### src/rtl/spi_flash_responder_if.sv
// Word-wide read port between the SPI flash responder and its backing memory.
// The responder holds rom_valid/rom_addr until rom_ready; same-cycle ready is legal.
interface spi_flash_responder_if;
    logic        rom_valid;
    logic        rom_ready;
    logic [31:0] rom_addr;
    logic [31:0] rom_rdata;

    modport master (
        output rom_valid,
        output rom_addr,
        input  rom_ready,
        input  rom_rdata
    );

    modport slave (
        input  rom_valid,
        input  rom_addr,
        output rom_ready,
        output rom_rdata
    );
endinterface

### src/rtl/spi_flash_responder.sv
// Read-only serial NOR flash emulator: decodes SPI mode-0 commands, fetches words from a
// backing memory and shifts bytes out on MISO. SPI pins are oversampled by clk.
module spi_flash_responder #(
    parameter int unsigned ADDR_BITS   = 24,
    parameter int unsigned SYNC_STAGES = 2
) (
    input  logic                   clk,
    input  logic                   resetn,
    input  logic                   spi_csb,
    input  logic                   spi_clk,
    input  logic                   spi_mosi,
    output logic                   spi_miso,
    output logic                   spi_miso_oe,
    spi_flash_responder_if.master  rom,
    output logic                   underrun,
    output logic                   powered_down
);
    localparam int unsigned WordBits = ADDR_BITS - 2;

    typedef enum logic [2:0] {StIdle, StCmd, StAddr, StDummy, StData, StIgnore} state_e;

    logic [SYNC_STAGES-1:0] csb_sync_q, sclk_sync_q, mosi_sync_q;
    logic                   sclk_prev_q;
    logic                   csb_s, sclk_s, mosi_s, sclk_rise, sclk_fall;

    assign csb_s     = csb_sync_q[SYNC_STAGES-1];
    assign sclk_s    = sclk_sync_q[SYNC_STAGES-1];
    assign mosi_s    = mosi_sync_q[SYNC_STAGES-1];
    assign sclk_rise = sclk_s & ~sclk_prev_q;
    assign sclk_fall = ~sclk_s & sclk_prev_q;

    always_ff @(posedge clk or negedge resetn) begin
        if (!resetn) begin
            csb_sync_q  <= '1;
            sclk_sync_q <= '0;
            mosi_sync_q <= '0;
            sclk_prev_q <= 1'b0;
        end else begin
            csb_sync_q  <= {csb_sync_q[SYNC_STAGES-2:0], spi_csb};
            sclk_sync_q <= {sclk_sync_q[SYNC_STAGES-2:0], spi_clk};
            mosi_sync_q <= {mosi_sync_q[SYNC_STAGES-2:0], spi_mosi};
            sclk_prev_q <= sclk_s;
        end
    end

    state_e                state_q;
    logic [4:0]            bit_cnt_q;
    logic [22:0]           shift_in_q;
    logic                  dummy_q;
    logic                  pd_q;
    logic [ADDR_BITS-1:0]  addr_q;
    logic [WordBits-1:0]   buf_waddr_q;
    logic [31:0]           buf_word_q;
    logic                  buf_want_q;
    logic                  buf_valid_q;
    logic [7:0]            sh_data_q;
    logic                  sh_full_q;
    logic                  rom_valid_q;
    logic [WordBits-1:0]   rom_waddr_q;
    logic                  miso_q;
    logic                  oe_q;
    logic                  underrun_q;

    logic [7:0]  cmd_byte;
    logic [23:0] cmd_addr;
    logic        rom_done;
    logic        data_fall;
    logic        load_sh;
    logic [7:0]  buf_byte;

    assign cmd_byte  = {shift_in_q[6:0], mosi_s};
    assign cmd_addr  = {shift_in_q, mosi_s};
    assign rom_done  = rom_valid_q & rom.rom_ready;
    assign data_fall = (state_q == StData) & sclk_fall;
    // Loading is held off on a shift edge so a late byte never lands against a stale address.
    assign load_sh   = buf_want_q & buf_valid_q & ~sh_full_q & ~data_fall &
                       (buf_waddr_q == addr_q[ADDR_BITS-1:2]);

    always_comb begin
        buf_byte = buf_word_q[7:0];
        unique case (addr_q[1:0])
            2'd0: buf_byte = buf_word_q[7:0];
            2'd1: buf_byte = buf_word_q[15:8];
            2'd2: buf_byte = buf_word_q[23:16];
            2'd3: buf_byte = buf_word_q[31:24];
            default: buf_byte = buf_word_q[7:0];
        endcase
    end

    always_ff @(posedge clk or negedge resetn) begin
        if (!resetn) begin
            state_q     <= StIdle;
            bit_cnt_q   <= '0;
            shift_in_q  <= '0;
            dummy_q     <= 1'b0;
            pd_q        <= 1'b0;
            addr_q      <= '0;
            buf_waddr_q <= '0;
            buf_word_q  <= '0;
            buf_want_q  <= 1'b0;
            buf_valid_q <= 1'b0;
            sh_data_q   <= '0;
            sh_full_q   <= 1'b0;
            rom_valid_q <= 1'b0;
            rom_waddr_q <= '0;
            miso_q      <= 1'b0;
            oe_q        <= 1'b0;
            underrun_q  <= 1'b0;
        end else begin
            // Responses are accepted only for the word the buffer is currently waiting on.
            if (rom_done) begin
                rom_valid_q <= 1'b0;
                if (buf_want_q && !buf_valid_q && rom_waddr_q == buf_waddr_q) begin
                    buf_word_q  <= rom.rom_rdata;
                    buf_valid_q <= 1'b1;
                end
            end else if (!rom_valid_q && buf_want_q && !buf_valid_q) begin
                rom_valid_q <= 1'b1;
                rom_waddr_q <= buf_waddr_q;
            end

            if (load_sh) begin
                sh_data_q <= buf_byte;
                sh_full_q <= 1'b1;
                if (addr_q[1:0] == 2'd3) begin
                    buf_valid_q <= 1'b0;
                    buf_waddr_q <= buf_waddr_q + WordBits'(1);
                    if (!rom_valid_q) begin
                        rom_valid_q <= 1'b1;
                        rom_waddr_q <= buf_waddr_q + WordBits'(1);
                    end
                end
            end

            unique case (state_q)
                StIdle: begin
                    state_q   <= StCmd;
                    bit_cnt_q <= '0;
                end
                StCmd: begin
                    if (sclk_rise) begin
                        shift_in_q <= {shift_in_q[21:0], mosi_s};
                        bit_cnt_q  <= bit_cnt_q + 5'd1;
                        if (bit_cnt_q == 5'd7) begin
                            bit_cnt_q <= '0;
                            state_q   <= StIgnore;
                            if (cmd_byte == 8'hAB) begin
                                pd_q <= 1'b0;
                            end else if (!pd_q) begin
                                if (cmd_byte == 8'hB9) begin
                                    pd_q <= 1'b1;
                                end else if (cmd_byte == 8'h03 || cmd_byte == 8'h0B) begin
                                    state_q <= StAddr;
                                    dummy_q <= (cmd_byte == 8'h0B);
                                end
                            end
                        end
                    end
                end
                StAddr: begin
                    if (sclk_rise) begin
                        shift_in_q <= {shift_in_q[21:0], mosi_s};
                        bit_cnt_q  <= bit_cnt_q + 5'd1;
                        if (bit_cnt_q == 5'd23) begin
                            bit_cnt_q   <= '0;
                            addr_q      <= cmd_addr[ADDR_BITS-1:0];
                            buf_want_q  <= 1'b1;
                            buf_valid_q <= 1'b0;
                            sh_full_q   <= 1'b0;
                            buf_waddr_q <= cmd_addr[ADDR_BITS-1:2];
                            if (!rom_valid_q) begin
                                rom_valid_q <= 1'b1;
                                rom_waddr_q <= cmd_addr[ADDR_BITS-1:2];
                            end
                            state_q <= dummy_q ? StDummy : StData;
                            oe_q    <= !dummy_q;
                        end
                    end
                end
                StDummy: begin
                    if (sclk_rise) begin
                        bit_cnt_q <= bit_cnt_q + 5'd1;
                        if (bit_cnt_q == 5'd7) begin
                            bit_cnt_q <= '0;
                            state_q   <= StData;
                            oe_q      <= 1'b1;
                        end
                    end
                end
                StData: begin
                    if (sclk_fall) begin
                        if (sh_full_q) begin
                            miso_q <= sh_data_q[3'd7 - bit_cnt_q[2:0]];
                        end else begin
                            miso_q     <= 1'b0;
                            underrun_q <= 1'b1;
                        end
                        if (bit_cnt_q[2:0] == 3'd7) begin
                            bit_cnt_q <= '0;
                            addr_q    <= addr_q + ADDR_BITS'(1);
                            sh_full_q <= 1'b0;
                        end else begin
                            bit_cnt_q <= bit_cnt_q + 5'd1;
                        end
                    end
                end
                StIgnore: ;
                default: state_q <= StIdle;
            endcase

            // Deselect wins; an in-flight fetch still completes but its data is dropped.
            if (csb_s) begin
                state_q     <= StIdle;
                bit_cnt_q   <= '0;
                oe_q        <= 1'b0;
                miso_q      <= 1'b0;
                buf_want_q  <= 1'b0;
                buf_valid_q <= 1'b0;
                sh_full_q   <= 1'b0;
            end
        end
    end

    assign spi_miso      = miso_q;
    assign spi_miso_oe   = oe_q;
    assign underrun      = underrun_q;
    assign powered_down  = pd_q;
    assign rom.rom_valid = rom_valid_q;
    assign rom.rom_addr  = {{(32 - ADDR_BITS){1'b0}}, rom_waddr_q, 2'b00};
endmodule

### src/flat_wrapper.sv
// flat-port wrapper written by rule: the top's interface ports become plain ports
module spi_flash_responder_flat 
#(
    parameter int unsigned ADDR_BITS   = 24,
    parameter int unsigned SYNC_STAGES = 2
)
  (clk, resetn, spi_csb, spi_clk, spi_mosi, spi_miso, spi_miso_oe, underrun, powered_down, rom_rom_valid, rom_rom_addr, rom_rom_ready, rom_rom_rdata);
  spi_flash_responder_if rom_i ();
  input  logic clk;
  input  logic resetn;
  input  logic spi_csb;
  input  logic spi_clk;
  input  logic spi_mosi;
  output logic spi_miso;
  output logic spi_miso_oe;
  output logic underrun;
  output logic powered_down;
  output wire logic [$bits(rom_i.rom_valid)-1:0] rom_rom_valid;
  output wire logic [$bits(rom_i.rom_addr)-1:0] rom_rom_addr;
  input wire logic [$bits(rom_i.rom_ready)-1:0] rom_rom_ready;
  input wire logic [$bits(rom_i.rom_rdata)-1:0] rom_rom_rdata;
  assign rom_rom_valid = rom_i.rom_valid;
  assign rom_rom_addr = rom_i.rom_addr;
  assign rom_i.rom_ready = rom_rom_ready;
  assign rom_i.rom_rdata = rom_rom_rdata;
  spi_flash_responder #(.ADDR_BITS(ADDR_BITS), .SYNC_STAGES(SYNC_STAGES)) u_core (.clk(clk), .resetn(resetn), .spi_csb(spi_csb), .spi_clk(spi_clk), .spi_mosi(spi_mosi), .spi_miso(spi_miso), .spi_miso_oe(spi_miso_oe), .rom(rom_i), .underrun(underrun), .powered_down(powered_down));
endmodule
### config.mk
export PLATFORM = sky130hd
export DESIGN_NAME = spi_flash_responder_flat
export DESIGN_NICKNAME = d
export VERILOG_FILES = /design/src/rtl/spi_flash_responder_if.sv /design/src/rtl/spi_flash_responder.sv /design/src/flat_wrapper.sv
export SDC_FILE = /design/constraint.sdc
export NUM_CORES = 1
export LEC_CHECK = 0
export ABC_AREA = 0
export CORE_ASPECT_RATIO = 1.75
export CORE_MARGIN = 8
export CORE_UTILIZATION = 45
export CTS_BUF_LIST = sky130_fd_sc_hd__clkbuf_4 sky130_fd_sc_hd__clkbuf_8
export CTS_CLUSTER_SIZE = 30
export DETAILED_ROUTE_END_ITERATION = 12
export GPL_TIMING_DRIVEN = 0
export HOLD_SLACK_MARGIN = 0.02
export PLACE_DENSITY = 0.67
export SYNTH_ARGS = -nofsm -noshare
export SYNTH_HDL_FRONTEND = slang
export SYNTH_SLANG_ARGS = --single-unit
### constraint.sdc
create_clock -name clk -period 2.3 [get_ports clk]
set_clock_uncertainty 0.1 [all_clocks]
set_input_delay 0.345 -clock clk [delete_from_list [all_inputs] [get_ports clk]]
set_output_delay 0.345 -clock clk [all_outputs]
set_load 0.02 [all_outputs]
==> impl_results.html <==
<table>
<tr><th>Metric</th><th>Value</th></tr>
<tr><th colspan="2">Layout</th></tr>
<tr><td>Signed area change from the synthesized netlist to the final layout</td><td>29.8%</td></tr>
<tr><td>Fraction of final layout cells sized beyond drive strength 1</td><td>between 20% and 30%</td></tr>
<tr><td>Most common cell after layout, fill and taps aside</td><td>sky130_fd_sc_hd__dfrtp_1</td></tr>
<tr><td>Top library cells by usage in the layout, fill and taps aside</td><td>147 x sky130_fd_sc_hd__dfrtp_1, 76 x sky130_fd_sc_hd__a21oi_1, 73 x sky130_fd_sc_hd__nor2_1, 68 x sky130_fd_sc_hd__nand2_1, 63 x sky130_fd_sc_hd__clkdlybuf4s50_1</td></tr>
<tr><td>Number of standard cells in the layout, taps in and fillers out</td><td>roughly 1300</td></tr>
<tr><td>Layout Utilization</td><td>between 50% and 60%</td></tr>
<tr><td>Net count reported at finish</td><td>around 1100</td></tr>
<tr><td># diodes</td><td>0</td></tr>
<tr><th colspan="2">Placement</th></tr>
<tr><td>Inst Count DP</td><td>around 1200</td></tr>
<tr><td>RePlAce Congestion</td><td>0.950</td></tr>
<tr><td>Half-perimeter wire length after detailed placement</td><td>around 20 mm</td></tr>
<tr><td>Number of port buffers</td><td>64</td></tr>
<tr><th colspan="2">Pwr</th></tr>
<tr><td>Peak supply drop</td><td>467 uV</td></tr>
<tr><td>Switching share of power</td><td>roughly 27%</td></tr>
<tr><td>Reported leakage power</td><td>approximately 5.1 nW</td></tr>
<tr><td>Clock network fraction of design power</td><td>~39%</td></tr>
<tr><td>Power per cell area</td><td>466 nW/um2</td></tr>
<tr><td>Internal portion of total power</td><td>between 3 and 4 mW</td></tr>
<tr><td>Switching power total</td><td>approximately 1.5 mW</td></tr>
<tr><td>Part of the total power dissipated in combinational logic</td><td>6.1%</td></tr>
<tr><td>Sequential Power Share</td><td>between 50 and 60%</td></tr>
<tr><th colspan="2">Yosys</th></tr>
<tr><td>Largest family of logic cells by synthesized area</td><td>simple AND/OR/NAND/NOR gates</td></tr>
<tr><td>Portion of netlist area occupied by mux cells</td><td>~11%</td></tr>
<tr><td>Synth unique cells</td><td>between 60 and 70</td></tr>
<tr><td>Post-synthesis instance total</td><td>just over 900</td></tr>
<tr><td>Commonest register cell after synthesis</td><td>sky130_fd_sc_hd__dfrtp_1</td></tr>
<tr><td>Flip-flop and latch count after synthesis</td><td>roughly 160</td></tr>
<tr><td>EDFF count, synth</td><td>0</td></tr>
<tr><td>Sequential cell area fraction in the yosys report</td><td>43.9%</td></tr>
<tr><td>Fraction of the mapped netlist area in adder cells</td><td>less than 1%</td></tr>
<tr><td>Post-synthesis xor/xnor area fraction</td><td>roughly 7.5%</td></tr>
<tr><td>Synth Area in Compound Gates</td><td>about 14%</td></tr>
<tr><td>Post-Syn Area per Cell</td><td>around 9.6 um2</td></tr>
<tr><td>Cell area after synthesis</td><td>between 8000 and 9000 um2</td></tr>
<tr><td>Async set-reset flop share out of synthesis</td><td>100%</td></tr>
<tr><td>Warning count from the yosys run</td><td>0</td></tr>
<tr><td>Simple-gate share of the synthesized area</td><td>16.9%</td></tr>
<tr><th colspan="2">Run status</th></tr>
<tr><td>Failing checks</td><td>negative setup slack</td></tr>
<tr><td>Status</td><td>finished, violations left</td></tr>
<tr><th colspan="2">Critical path</th></tr>
<tr><td>Family of cells with the greatest summed delay on the critical path</td><td>buffers and inverters</td></tr>
<tr><td>Worst flop-to-flop path startpoint</td><td>u_core.buf_waddr_q[20]$_DFF_PN0_</td></tr>
<tr><td>Largest stage delay on the critical path</td><td>around 0.40 ns</td></tr>
<tr><td>Ordered list of cells on the worst path</td><td>buf_6, xor2_4, nor4_2, buf_4, nand4_1, buf_4, nor3_4, buf_6, buf_12, mux2i_1, a21oi_1</td></tr>
<tr><td>First element of the critical path</td><td>u_core.buf_waddr_q[20]$_DFF_PN0_</td></tr>
<tr><td>Critical path depth in cells</td><td>11</td></tr>
<tr><td>Worst EP required</td><td>between 2 and 3 ns</td></tr>
<tr><td>FF-to-FF path depth</td><td>11</td></tr>
<tr><td>Endpoint type of the worst setup path</td><td>flop</td></tr>
<tr><td>Slowest cell on crit path</td><td>sky130_fd_sc_hd__dfrtp_1</td></tr>
<tr><td>End point of the critical path</td><td>u_core.buf_waddr_q[1]$_DFF_PN0_</td></tr>
<tr><td>Worst Path Arrival</td><td>about 2.7 ns</td></tr>
<tr><td>Worst path bufs/invs</td><td>5</td></tr>
<tr><td>Startpoint types</td><td>flop</td></tr>
<tr><td>End of the worst register-to-register path</td><td>u_core.buf_waddr_q[1]$_DFF_PN0_</td></tr>
<tr><td>Register-to-Register Setup Slack</td><td>-0.12 ns</td></tr>
<tr><td>CP Class</td><td>flop to flop</td></tr>
<tr><td>Top fanout value on the critical path</td><td>5</td></tr>
<tr><th colspan="2">Clocking</th></tr>
<tr><td>Clock slew at reported path FFs</td><td>around 0.10 ns</td></tr>
<tr><td>CTS tree</td><td>built</td></tr>
<tr><td>Clock sink count</td><td>approximately 160</td></tr>
<tr><td>Clk root buf</td><td>sky130_fd_sc_hd__clkbuf_8</td></tr>
<tr><td>Clock latency at the later pin of the worst-skew pair</td><td>approximately 0.46 ns</td></tr>
<tr><td>Total clock buffers created by CTS</td><td>17</td></tr>
<tr><td>H-tree depth</td><td>4</td></tr>
<tr><td>Longest Clk Path Bufs</td><td>2</td></tr>
<tr><th colspan="2">Timing</th></tr>
<tr><td>Clock period minus worst slack</td><td>2.42 ns</td></tr>
<tr><td>Share of the clock period used by the worst path after layout</td><td>105%</td></tr>
<tr><td>Achievable Freq</td><td>0.413 GHz</td></tr>
<tr><td>Number of failing setup endpoints in the final timing report</td><td>72</td></tr>
<tr><td>Final Hold Vio Count</td><td>0</td></tr>
<tr><td>Final count of pins violating max slew</td><td>0</td></tr>
<tr><td>Headroom to the max-slew limit</td><td>52.1%</td></tr>
<tr><td>Pin slew with the least headroom to its limit</td><td>0.719 ns</td></tr>
<tr><td>Final worst-path setup slack</td><td>-0.119 ns</td></tr>
<tr><td>Setup repair after global routing missed its margin</td><td>yes</td></tr>
<tr><th colspan="2">Die</th></tr>
<tr><td>Core outline area</td><td>just under 20000 um2</td></tr>
<tr><td>Die Y-Extent</td><td>between 200 and 250 um</td></tr>
<tr><td>Horizontal extent of the die</td><td>about 120 um</td></tr>
<tr><td>Number of rows in the core area</td><td>just under 70</td></tr>
<tr><td>Initial standard-cell utilization of the core</td><td>45.4%</td></tr>
<tr><td>Count of pins on the block boundary</td><td>75</td></tr>
<tr><td>Full die area</td><td>between 20000 and 25000 um2</td></tr>
<tr><th colspan="2">Job</th></tr>
<tr><td>Number of max-capacitance violations reported</td><td>0</td></tr>
<tr><th colspan="2">Drt</th></tr>
<tr><td>DRT Pass-1 Iters</td><td>7</td></tr>
<tr><td>Vias per inst</td><td>just under 6</td></tr>
<tr><td>DR WL/cell</td><td>~21 um</td></tr>
<tr><td>Drt first-iter violations</td><td>559</td></tr>
<tr><td>Antenna-violating nets left</td><td>0</td></tr>
<tr><td>Vias</td><td>between 7000 and 8000</td></tr>
<tr><td>WL final</td><td>28.3 mm</td></tr>
<tr><td>DRC violations left</td><td>0</td></tr>
<tr><th colspan="2">Hold path</th></tr>
<tr><td>Hold path startpoint</td><td>spi_csb</td></tr>
<tr><td>Worst hold path type</td><td>input pin to flop</td></tr>
<tr><th colspan="2">Global routing</th></tr>
<tr><td>Antenna violations before repair</td><td>0</td></tr>
<tr><td>Number of global-route vias before repair</td><td>8000</td></tr>
<tr><td>Global-route usage over all layers</td><td>between 20 and 25%</td></tr>
<tr><td>Pin count of the biggest net entering global routing</td><td>around 120</td></tr>
<tr><td>Wire length of the first global-routing pass</td><td>around 43 mm</td></tr>
<tr><td>Overflow left after global routing</td><td>0</td></tr>
</table>
power groups by stage:
| stage | logic, mW | registers [mW] | clock network, mW |
|---|---|---|---|
| 2_1_floorplan | 0.171 | 2.93 | 0 |
| 3_3_place_gp | 0.306 | 3.00 | 0 |
| 3_5_place_dp | 0.320 | 3.01 | 0 |
| 4_1_cts | 0.325 | 2.95 | 2.12 |
| 5_1_grt | 0.363 | 2.96 | 2.21 |
| 6_report | 0.326 | 2.95 | 2.07 |
Yosys cell counts, drive strengths merged, types with 4 or more instances:
| library cell | number | area [um2] |
|---|---|---|
| o21ai | 56 | 280 |
| nand3 | 32 | 178 |
| inv | 16 | 60.1 |
| a31oi | 13 | 81.3 |
| xor2 | 46 | 403 |
| nor2 | 77 | 289 |
| dfrtp | 153 | 3830 |
| o22ai | 13 | 81.3 |
| clkbuf | 40 | 150 |
| a222oi | 8 | 80.1 |
| nor4 | 15 | 155 |
| buf | 43 | 272 |
| or3 | 14 | 87.6 |
| o2bb2ai | 4 | 35.0 |
| nand4 | 16 | 100 |
| xnor2 | 30 | 263 |
| and4 | 4 | 35.0 |
| a211oi | 4 | 30.0 |
| a21oi | 80 | 400 |
| nand2b | 4 | 25.0 |
| a221oi | 6 | 52.6 |
| nor3 | 21 | 121 |
| ha | 7 | 87.6 |
| mux2 | 75 | 845 |
| mux2i | 12 | 120 |
| o21a | 5 | 37.5 |
| and3 | 10 | 62.6 |
| nand2 | 70 | 263 |
per-layer routing:
layer | track usage (%) | up-vias | part of all wire, %
li1 | - | 3547 | -
met1 | 22.3 | 3737 | 34
met2 | 39.5 | 344 | 53
met3 | 4.29 | 129 | 5.2
met4 | 19.6 | 0 | 7.9
met5 | 0 | - | 0
worst min path at each step:
stage / to / cells after the start
2_1_floorplan: u_core.addr_q[0]$_DFFE_PN0P_ / 0
3_3_place_gp: u_core.sclk_sync_q[1]$_DFF_PN0_ / 0
3_5_place_dp: u_core.buf_word_q[15]$_DFFE_PN0P_ / 1
4_1_cts: u_core.csb_sync_q[0]$_DFF_PN1_ / 1
5_1_grt: u_core.csb_sync_q[0]$_DFF_PN1_ / 1
6_report: u_core.csb_sync_q[0]$_DFF_PN1_ / 1
cell families (layout without fill, tap and decap cells):
logic type	Yosys count	count (layout)
AOI/OAI and AO/OA	206	206
xor gates and xnor gates	76	76
adders and majority gates	7	7
buffers and inverters	100	247
DFF	155	155
muxes	89	89
other	1	10
and+or+nand+nor	284	284
per-stage QoR:
step	hold slack, ns	power (mW)	worst slack, ns	instance area (um2)	setup TNS, ns
detailed placement	0.156	3.32	-0.764	9870	-63.03
global route	0.171	5.54	-0.189	11500	-8.35
finish	0.193	5.35	-0.119	11500	-3.48
global placement	0.234	3.31	-5.73	9840	-941.67
floorplan	-0.0506	3.10	0.0527	8890	0
CTS	0.168	5.39	-0.0659	10900	-0.412
cell type report:
cell class	count	area, um2
Buffer	72	488
Clock buffer	18	241
Clock inverter	14	155
Fill cell	1599	8000
Inverter	17	65.1
Multi-Input combinational cell	672	5100
Sequential cell	155	3890
Tap cell	245	307
Timing Repair Buffer	126	1240
registers in the layout (all words and copies together) (netlist names), 3 cells and up:
name                flops
u_core.bit_cnt_q        5
u_core.sh_data_q        8
u_core.addr_q          24
u_core.shift_in_q      23
u_core.state_q          3
u_core.rom_waddr_q     22
u_core.buf_waddr_q     22
u_core.buf_word_q      32
timing repair:
action                     in CTS  in global routing
setup buffers                  29                 27
hold endpoints to repair       41                  0
pin swaps                      35                 40
resized for setup              86                104
setup endpoints to repair     133                125
gates cloned                    3                  2
hold buffers                    1                  0
Note: power is estimated with default switching activity, not from simulation.
